`config.mk`:
```
export PLATFORM = sky130hd
export DESIGN_NAME = trap_scheduler
export DESIGN_NICKNAME = d
export VERILOG_FILES = /design/src/rtl/trap_scheduler.sv
export SDC_FILE = /design/constraint.sdc
export NUM_CORES = 1
export LEC_CHECK = 0
export CAP_MARGIN = 5
export CORE_UTILIZATION = 56
export CTS_CLUSTER_DIAMETER = 120
export DETAILED_ROUTE_END_ITERATION = 12
export PLACE_DENSITY = 0.84
export SLEW_MARGIN = 15
export SYNTH_ARGS = -nofsm -noshare
export SYNTH_HDL_FRONTEND = slang
export SYNTH_SLANG_ARGS = --single-unit
```
`constraint.sdc`:
```
create_clock -name clk -period 4.25 [get_ports clk]
set_input_delay 0.85 -clock clk [delete_from_list [all_inputs] [get_ports clk]]
set_output_delay 0.85 -clock clk [all_outputs]
set_load 0.005 [all_outputs]
```
`src/rtl/trap_scheduler.sv`:
```
// trap_scheduler: collects trap events from NUM_SRC sources into sticky pending bits, picks
// one by fixed priority (bit 0 highest), drives a timed active-low NMI pulse and tracks
// supervisor entry/exit through trap_state, followed by a dispatch hold-off.
// Optional feature: define TRAP_VTIMER_EN to OR a free-running virtual timer tick
// (period TICK_DIV) into source NUM_SRC-1.
module trap_scheduler #(
  parameter int unsigned NUM_SRC       = 4,
  parameter int unsigned NMI_WIDTH     = 4,
  parameter int unsigned ENTRY_TIMEOUT = 255,
  parameter int unsigned HOLDOFF       = 8,
  parameter int unsigned TICK_DIV      = 1024
) (
  input  logic               clk,
  input  logic               reset,
  input  logic [NUM_SRC-1:0] trap_req,
  input  logic [NUM_SRC-1:0] trap_enable,
  input  logic               trap_state,
  input  logic               cause_ack,
  output logic               nmi_n,
  output logic [7:0]         cause_data,
  output logic [NUM_SRC-1:0] pending,
  output logic               busy
);

  // One shared down-counter serves the pulse, entry-timeout and hold-off phases.
  localparam int unsigned CntMax0 = (NMI_WIDTH > ENTRY_TIMEOUT) ? NMI_WIDTH : ENTRY_TIMEOUT;
  localparam int unsigned CntMax  = (CntMax0 > HOLDOFF) ? CntMax0 : HOLDOFF;
  localparam int unsigned CntW    = (CntMax > 1) ? $clog2(CntMax) : 1;

  localparam logic [CntW-1:0] NmiLoad   = CntW'(NMI_WIDTH - 1);
  localparam logic [CntW-1:0] EntryLoad = CntW'(ENTRY_TIMEOUT - 1);
  localparam logic [CntW-1:0] HoldLoad  = CntW'((HOLDOFF > 0) ? HOLDOFF - 1 : 0);

  typedef enum logic [2:0] {StIdle, StPulse, StWaitEntry, StService, StHoldoff} state_e;

  state_e             state_q;
  logic [CntW-1:0]    cnt_q;
  logic               nmi_q;
  logic [2:0]         cause_q;
  logic               ovf_q;
  logic               err_q;
  logic               active_q;
  logic [NUM_SRC-1:0] pend_q, pend_d;
  logic [NUM_SRC-1:0] ovf_src_q, ovf_src_d;
  logic [NUM_SRC-1:0] req_eff;
  logic [NUM_SRC-1:0] elig, win_oh, cause_oh, clr, set;
  logic [2:0]         win_idx;
  logic               dispatch, timeout;

`ifdef TRAP_VTIMER_EN
  localparam int unsigned TmrW = (TICK_DIV > 1) ? $clog2(TICK_DIV) : 1;

  logic [TmrW-1:0] tmr_q;
  logic            tmr_wrap;

  assign tmr_wrap = (tmr_q == TmrW'(TICK_DIV - 1));

  // Free-running virtual timer; only reset clears it.
  always_ff @(posedge clk or posedge reset) begin
    if (reset) begin
      tmr_q <= '0;
    end else if (tmr_wrap) begin
      tmr_q <= '0;
    end else begin
      tmr_q <= tmr_q + 1'b1;
    end
  end

  // Timer tick merges into the lowest-priority source.
  always_comb begin
    req_eff              = trap_req;
    req_eff[NUM_SRC-1]   = trap_req[NUM_SRC-1] | tmr_wrap;
  end
`else
  logic [31:0] unused_tick_div;
  assign unused_tick_div = TICK_DIV;
  assign req_eff         = trap_req;
`endif

  // Winner selection and pending set/clear vectors.
  always_comb begin
    elig     = pend_q & trap_enable;
    win_oh   = elig & (~elig + {{(NUM_SRC-1){1'b0}}, 1'b1});
    win_idx  = '0;
    cause_oh = '0;
    for (int i = 0; i < NUM_SRC; i++) begin
      if (win_oh[i]) win_idx = 3'(i);
      cause_oh[i] = (cause_q == 3'(i));
    end
    dispatch  = (state_q == StIdle) && (|elig);
    timeout   = (state_q == StWaitEntry) && !trap_state && (cnt_q == '0);
    clr       = dispatch ? win_oh : '0;
    // A request landing on a bit being cleared is a fresh event: it sets but never overflows.
    set       = req_eff | (timeout ? cause_oh : '0);
    pend_d    = (pend_q & ~clr) | set;
    ovf_src_d = (ovf_src_q & ~clr) | (req_eff & pend_q & ~clr);
  end

  // Sticky pending and per-source overflow bits.
  always_ff @(posedge clk or posedge reset) begin
    if (reset) begin
      pend_q    <= '0;
      ovf_src_q <= '0;
    end else begin
      pend_q    <= pend_d;
      ovf_src_q <= ovf_src_d;
    end
  end

  // Dispatch sequencer with registered NMI and cause fields.
  always_ff @(posedge clk or posedge reset) begin
    if (reset) begin
      state_q  <= StIdle;
      cnt_q    <= '0;
      nmi_q    <= 1'b1;
      cause_q  <= '0;
      ovf_q    <= 1'b0;
      err_q    <= 1'b0;
      active_q <= 1'b0;
    end else begin
      // Acknowledge first so that set conditions below take precedence.
      if (cause_ack) begin
        ovf_q <= 1'b0;
        err_q <= 1'b0;
      end
      unique case (state_q)
        StIdle: begin
          if (dispatch) begin
            cause_q  <= win_idx;
            ovf_q    <= |(ovf_src_q & win_oh);
            active_q <= 1'b1;
            cnt_q    <= NmiLoad;
            nmi_q    <= 1'b0;
            state_q  <= StPulse;
          end
        end
        StPulse: begin
          if (cnt_q == '0) begin
            cnt_q   <= EntryLoad;
            nmi_q   <= 1'b1;
            state_q <= StWaitEntry;
          end else begin
            cnt_q <= cnt_q - 1'b1;
          end
        end
        StWaitEntry: begin
          if (trap_state) begin
            state_q <= StService;
          end else if (cnt_q == '0) begin
            err_q    <= 1'b1;
            active_q <= 1'b0;
            state_q  <= StIdle;
          end else begin
            cnt_q <= cnt_q - 1'b1;
          end
        end
        StService: begin
          if (!trap_state) begin
            active_q <= 1'b0;
            if (HOLDOFF == 0) begin
              state_q <= StIdle;
            end else begin
              cnt_q   <= HoldLoad;
              state_q <= StHoldoff;
            end
          end
        end
        StHoldoff: begin
          if (cnt_q == '0) begin
            state_q <= StIdle;
          end else begin
            cnt_q <= cnt_q - 1'b1;
          end
        end
        default: state_q <= StIdle;
      endcase
    end
  end

  assign nmi_n      = nmi_q;
  assign cause_data = {active_q, ovf_q, err_q, 2'b00, cause_q};
  assign pending    = pend_q;
  assign busy       = (state_q != StIdle);

endmodule

```
Word-level counts from Yosys, hierarchy flattened
Index checks and enable logic that the tools add are counted.
{"block": "totals", "in_bits": 12, "reg_bits": 26, "elab_cells": 85, "out_inout_bits": 14}
{"block": "op_classes", "addsub": 2, "n_mux": 32, "bitwise_logic": 12, "n_reduce_logical": 18, "eq_ne": 12}
{"cell": "8-bit 2-to-1 mux", "count": 5}
{"cell": "8-bit one-hot mux with 5 select lines", "count": 1}
{"cell": "4-bit AND", "count": 7}
{"cell": "3-bit 2-to-1 mux", "count": 7}
{"cell": "3-bit one-hot mux with 5 select lines", "count": 1}
{"cell": "1-bit 2-to-1 mux", "count": 14}
{"cell": "3-bit by 2-bit equality test with 1-bit output (second input constant)", "count": 4}
{"cell": "4-bit OR", "count": 3}
{"cell": "8-bit logical NOT", "count": 1}
{"cell": "4-bit 2-to-1 mux", "count": 2}
{"cell": "2-bit inequality test (second input constant)", "count": 4}
{"cell": "4-bit inverter", "count": 2}
{"cell": "4-bit OR reduction", "count": 2}
{"cell": "8-bit by 1-bit subtractor with 8-bit output (second input constant)", "count": 1}
{"cell": "3-bit by 1-bit equality test with 1-bit output (second input constant)", "count": 2}
{"cell": "3-bit logical NOT", "count": 2}
{"cell": "3-bit AND reduction", "count": 2}
{"cell": "3-bit nonzero test", "count": 2}
{"cell": "5-bit AND reduction", "count": 1}
{"cell": "5-bit nonzero test", "count": 1}
{"cell": "4-bit by 1-bit adder with 4-bit output (second input constant)", "count": 1}
{"cell": "4-bit AND reduction", "count": 1}
{"cell": "3-bit equality test (second input constant)", "count": 1}
{"cell": "1-bit logical AND", "count": 3}
{"cell": "6 further kinds", "count": 6}

Depth between registers and ports, before layout
{"block": "depth", "depth_word": 8, "mapped_depth": 9, "mapped_depth_nobuf": 7}

Least setup slack after synthesis
No wires, ideal clock.
{"block": "synth_timing", "path_kind": "input port to flip-flop", "startpoint": "input port trap_enable[0]", "endpoint": "register cnt_q[3]", "slack_ns": 2.274, "stages": 5, "arrival_ns": 1.855, "n_path_buf": 1, "t_required_ns": 4.129, "setup_ns": 0.121, "path_cell_list": "a22o_4 nor3_1 o32ai_2 buf_6 a22o_1"}
{"block": "synth_via", "elab_chain_cells": 5}
{"element": "from (decl)", "line_no": "16", "text": "input logic [NUM_SRC-1:0] trap_enable,"}
{"element": "4-bit AND", "line_no": "82", "text": "elig = pend_q & trap_enable;"}
{"element": "4-bit OR reduction", "line_no": "90", "text": "dispatch = (state_q == StIdle) && (|elig);"}
{"element": "1-bit logical AND", "line_no": "90"}
{"element": "2-bit inequality test (no source line)"}
{"element": "4-bit AND reduction (no source line)"}
{"element": "to (signal assigned)", "line_no": "132", "text": "cnt_q <= NmiLoad;"}
{"element": "to (signal assigned)", "line_no": "139", "text": "cnt_q <= EntryLoad;"}
{"element": "to (signal assigned)", "line_no": "143", "text": "cnt_q <= cnt_q - 1'b1;"}
{"element": "to (decl)", "line_no": "37", "text": "logic [CntW-1:0] cnt_q;"}
No other way between the ends.
A chain may end at the register's enable or synchronous reset.

Worst setup path in the final report
{"block": "layout_timing", "startpoint": "register state_q[1]", "endpoint": "output port busy"}
{"block": "layout_via", "elab_chain_cells": 1}
{"element": "from (decl)", "line_no": "36", "text": "state_e state_q;"}
{"element": "from (signal assigned)", "line_no": "113", "text": "state_q <= StIdle;"}
{"element": "from (signal assigned)", "line_no": "134", "text": "state_q <= StPulse;"}
{"element": "from (signal assigned)", "line_no": "141", "text": "state_q <= StWaitEntry;"}
{"element": "3-bit nonzero test", "line_no": "183", "text": "assign busy = (state_q != StIdle);"}
{"element": "to (decl)", "line_no": "22", "text": "output logic busy"}
No other way between the ends.

==> results.cfg <==
[global_routing]
vias_in_the_first_global_route = 1209
grt-ovfl-total = 0
initial_antenna_violation_count = 0
grt_first_pass_wirelength_mm = 5.29
grt_max_degree = 26
groute.usage.overall = 0.255

[floorplan]
design.die.area_mm2 = 0.00287
pin_count = 26
fp.dieW_um = 53.6
initial_utilization = 0.596
placeableCoreArea_mm2 = 0.00250
core.rowCount = 18
die_y_um = 53.6

[finish]
final_cells = 206
num-fill-cells = 199
layout-drive-gt1-share = 0.0852
antenna-diode-count = 0
layout.nets = 191
layout_overhead_on_the_synthesized_area_pct = 13.5

[clock_tree]
cts.hold.buffers_added = 0
ctsLongestPathBuffers = 2
ctsRootBufferMaster = sky130_fd_sc_hd__clkbuf_4
cts_setup_buffers = 0
cts_made_buffers = 3
htreeDepth = 1
tritoncts = built
insertion_delay_ns = 0.32
clkSlewWorstSetupHoldPaths_ns = 0.15
cts-resized-gates = 0
clkSinkCount = 25

[placement]
post-place-ws_ns = 1.24
dp_cells = 202
port_buffers = 22
place.gp.congestion = 0.829
post-dp-hpwl_mm = 2.47

[synthesis]
warnings_from_yosys = 0
synth.cell_area_mm2 = 0.00149
async_reset_ff_frac = 1.00
synth_enable_flop_cells = 0
netlist-cell-type-count = 51
netlist_instances = 160
yosysSeqAreaShare = 0.421
postSynth.topFlopCell = sky130_fd_sc_hd__dfrtp_1
synth_seq_cells = 25
post_synth.cell_area_avg_um2 = 9.31

[timing]
timing.setup.tns_ns = 0
worstMarginPinSlew_ns = 0.979
unrepaired_setup_endpoints_after_global_routing = false
finalSetupViolCount = 0
finalCriticalPeriod_ns = 2.74
setup_ws_ns = 1.51
timing.fmax_mhz = 365
timing.clock.skew_ns = 0.00816
maxSlewHeadroom = 0.346
report.final.slew_viol_count = 0
finalCritPeriodShare = 0.644
hold_violations = 0

[power]
max-vdd-ir-drop_uv = 422
power.leakage_nw = 0.662
power.density_mw_per_mm2 = 568

[route]
first_iter_violations = 38
wl_per_cell_um = 16.3
drt-pass1-iter-count = 4
drt-vias-per-instance = 6.13
num_vias = 1263
drt_wl_total_mm = 3.37
drc = 0
antenna_violating_nets_post_route = 0

[min_path]
hp-class = reg2reg

[setup_path]
crit_fanout = 17
worst_setup_path_end_kind = output pin
worst-setup-path-type = reg2out
setup.reg_to_reg.worst_slack_ns = 1.99
arrival_ns = 1.89
setup.worst_path.start_class = flip-flop
required_ns = 3.40

[flow_run]
timing.max_cap.violations = 0

[status]
status = completed
## layout make-up
type,instances,area [um2],area share
clock buffers,3,22.5,0.0133
clock inverters,1,5.00,0.00296
inverters,9,33.8,0.0200
multi-input cells,116,744,0.440
flip-flops and latches,25,627,0.371
well taps,30,37.5,0.0222
repair buffers,22,220,0.130
## cell usage in the layout, fill, tap and decap left out, types with 2 or more instances in the layout
cell type	Yosys	final
sky130_fd_sc_hd__a21boi_0	2	2
sky130_fd_sc_hd__a21oi_1	18	18
sky130_fd_sc_hd__a221o_1	2	2
sky130_fd_sc_hd__a22o_1	3	3
sky130_fd_sc_hd__a311oi_1	2	2
sky130_fd_sc_hd__a31oi_1	3	3
sky130_fd_sc_hd__a41oi_1	2	2
sky130_fd_sc_hd__clkbuf_4	0	3
sky130_fd_sc_hd__clkdlybuf4s50_1	0	22
sky130_fd_sc_hd__conb_1	1	3
sky130_fd_sc_hd__dfrtp_1	24	24
sky130_fd_sc_hd__ha_1	2	2
sky130_fd_sc_hd__inv_1	8	8
sky130_fd_sc_hd__nand2_1	10	10
sky130_fd_sc_hd__nand3_1	3	3
sky130_fd_sc_hd__nand3b_1	2	2
sky130_fd_sc_hd__nand4_1	3	3
sky130_fd_sc_hd__nor2_1	13	13
sky130_fd_sc_hd__nor3_1	3	3
sky130_fd_sc_hd__nor3b_1	4	4
sky130_fd_sc_hd__o21ai_0	12	12
sky130_fd_sc_hd__o31ai_1	4	4
## power breakdown
group	internal (mW)	leakage (nW)	switching, mW
sequential	0.310	0.283	0.102
combinational	0.215	0.362	0.225
clock	0.0352	0.0177	0.0746
total	0.559	0.662	0.401
## registers in the layout, summed over array words and instances, names as in the netlist
register and cells:
active_q 1, cause_q 2, cnt_q 8, err_q 1, nmi_n 1, ovf_q 1
ovf_src_q 4, pending 4, state_q 3
## worst paths after layout
check | from | end | depth (start not counted)
max | state_q[1] | busy | 3
min | nmi_n | nmi_n | 2
max reg2reg | state_q[2] | cnt_q[2] | 5
min reg2reg | nmi_n | nmi_n | 2
max in group asynchronous | reset | cnt_q[7] | 2
min in group asynchronous | reset | ovf_src_q[1] | 2
## critical path: stages (launching register included)
cell	delay (ns)
sky130_fd_sc_hd__dfrtp_1	0.58
sky130_fd_sc_hd__nor3_4	0.41
sky130_fd_sc_hd__inv_2	0.12
sky130_fd_sc_hd__clkdlybuf4s50_1	0.46
## synth_stat cells (2+ instances only)
| master | count | area share |
|---|---|---|
| sky130_fd_sc_hd__nor3b_1 | 4 | 0.020 |
| sky130_fd_sc_hd__buf_4 | 8 | 0.040 |
| sky130_fd_sc_hd__inv_1 | 8 | 0.020 |
| sky130_fd_sc_hd__a21oi_1 | 18 | 0.061 |
| sky130_fd_sc_hd__dfrtp_1 | 24 | 0.40 |
| sky130_fd_sc_hd__a22o_1 | 3 | 0.018 |
| sky130_fd_sc_hd__ha_1 | 2 | 0.017 |
| sky130_fd_sc_hd__nand2_1 | 10 | 0.025 |
| sky130_fd_sc_hd__nand3_1 | 3 | 0.010 |
| sky130_fd_sc_hd__a311oi_1 | 2 | 0.012 |
| sky130_fd_sc_hd__a41oi_1 | 2 | 0.012 |
| sky130_fd_sc_hd__nand4_1 | 3 | 0.013 |
| sky130_fd_sc_hd__o21ai_0 | 12 | 0.040 |
| sky130_fd_sc_hd__nor2_1 | 13 | 0.033 |
| sky130_fd_sc_hd__o31ai_1 | 4 | 0.020 |
| sky130_fd_sc_hd__a31oi_1 | 3 | 0.013 |
| sky130_fd_sc_hd__a21boi_0 | 2 | 0.010 |
| sky130_fd_sc_hd__buf_6 | 2 | 0.015 |
| sky130_fd_sc_hd__nor3_1 | 3 | 0.010 |
| sky130_fd_sc_hd__a221o_1 | 2 | 0.013 |
| sky130_fd_sc_hd__nand3b_1 | 2 | 0.010 |
## cell families after synthesis
kind of cell             share of synthesized area
adder cells (fa/ha/maj)                     0.0168
flip-flops                                   0.421
multiplexers                               0.00756
other                                      0.00252
AO/OA/AOI/OAI                                0.273
XOR/XNOR                                   0.00588
AND/OR/NAND/NOR                              0.189
buffers and inverters                       0.0840
## metal layers
| layer | share of wire | routed length (um) | track usage |
|---|---|---|---|
| met1 | 0.42 | 1420 | 0.293 |
| met2 | 0.53 | 1770 | 0.456 |
| met3 | 0.034 | 114 | 0.0480 |
| met4 | 0.019 | 65 | 0.114 |
| met5 | 0 | 0 | 0 |
## per-stage QoR
stage	total power [mW]	area (um2)	hold slack, ns	util
6_report	0.961	1690	0.482	0.676
5_1_grt	1.03	1690	0.504	0.676
4_1_cts	0.959	1690	0.487	0.676
3_5_place_dp	0.848	1660	0.465	0.665
3_3_place_gp	0.818	1660	0.451	0.665
2_1_floorplan	0.724	1500	0.448	-
No activity file was read; power rests on OpenSTA's default activity.
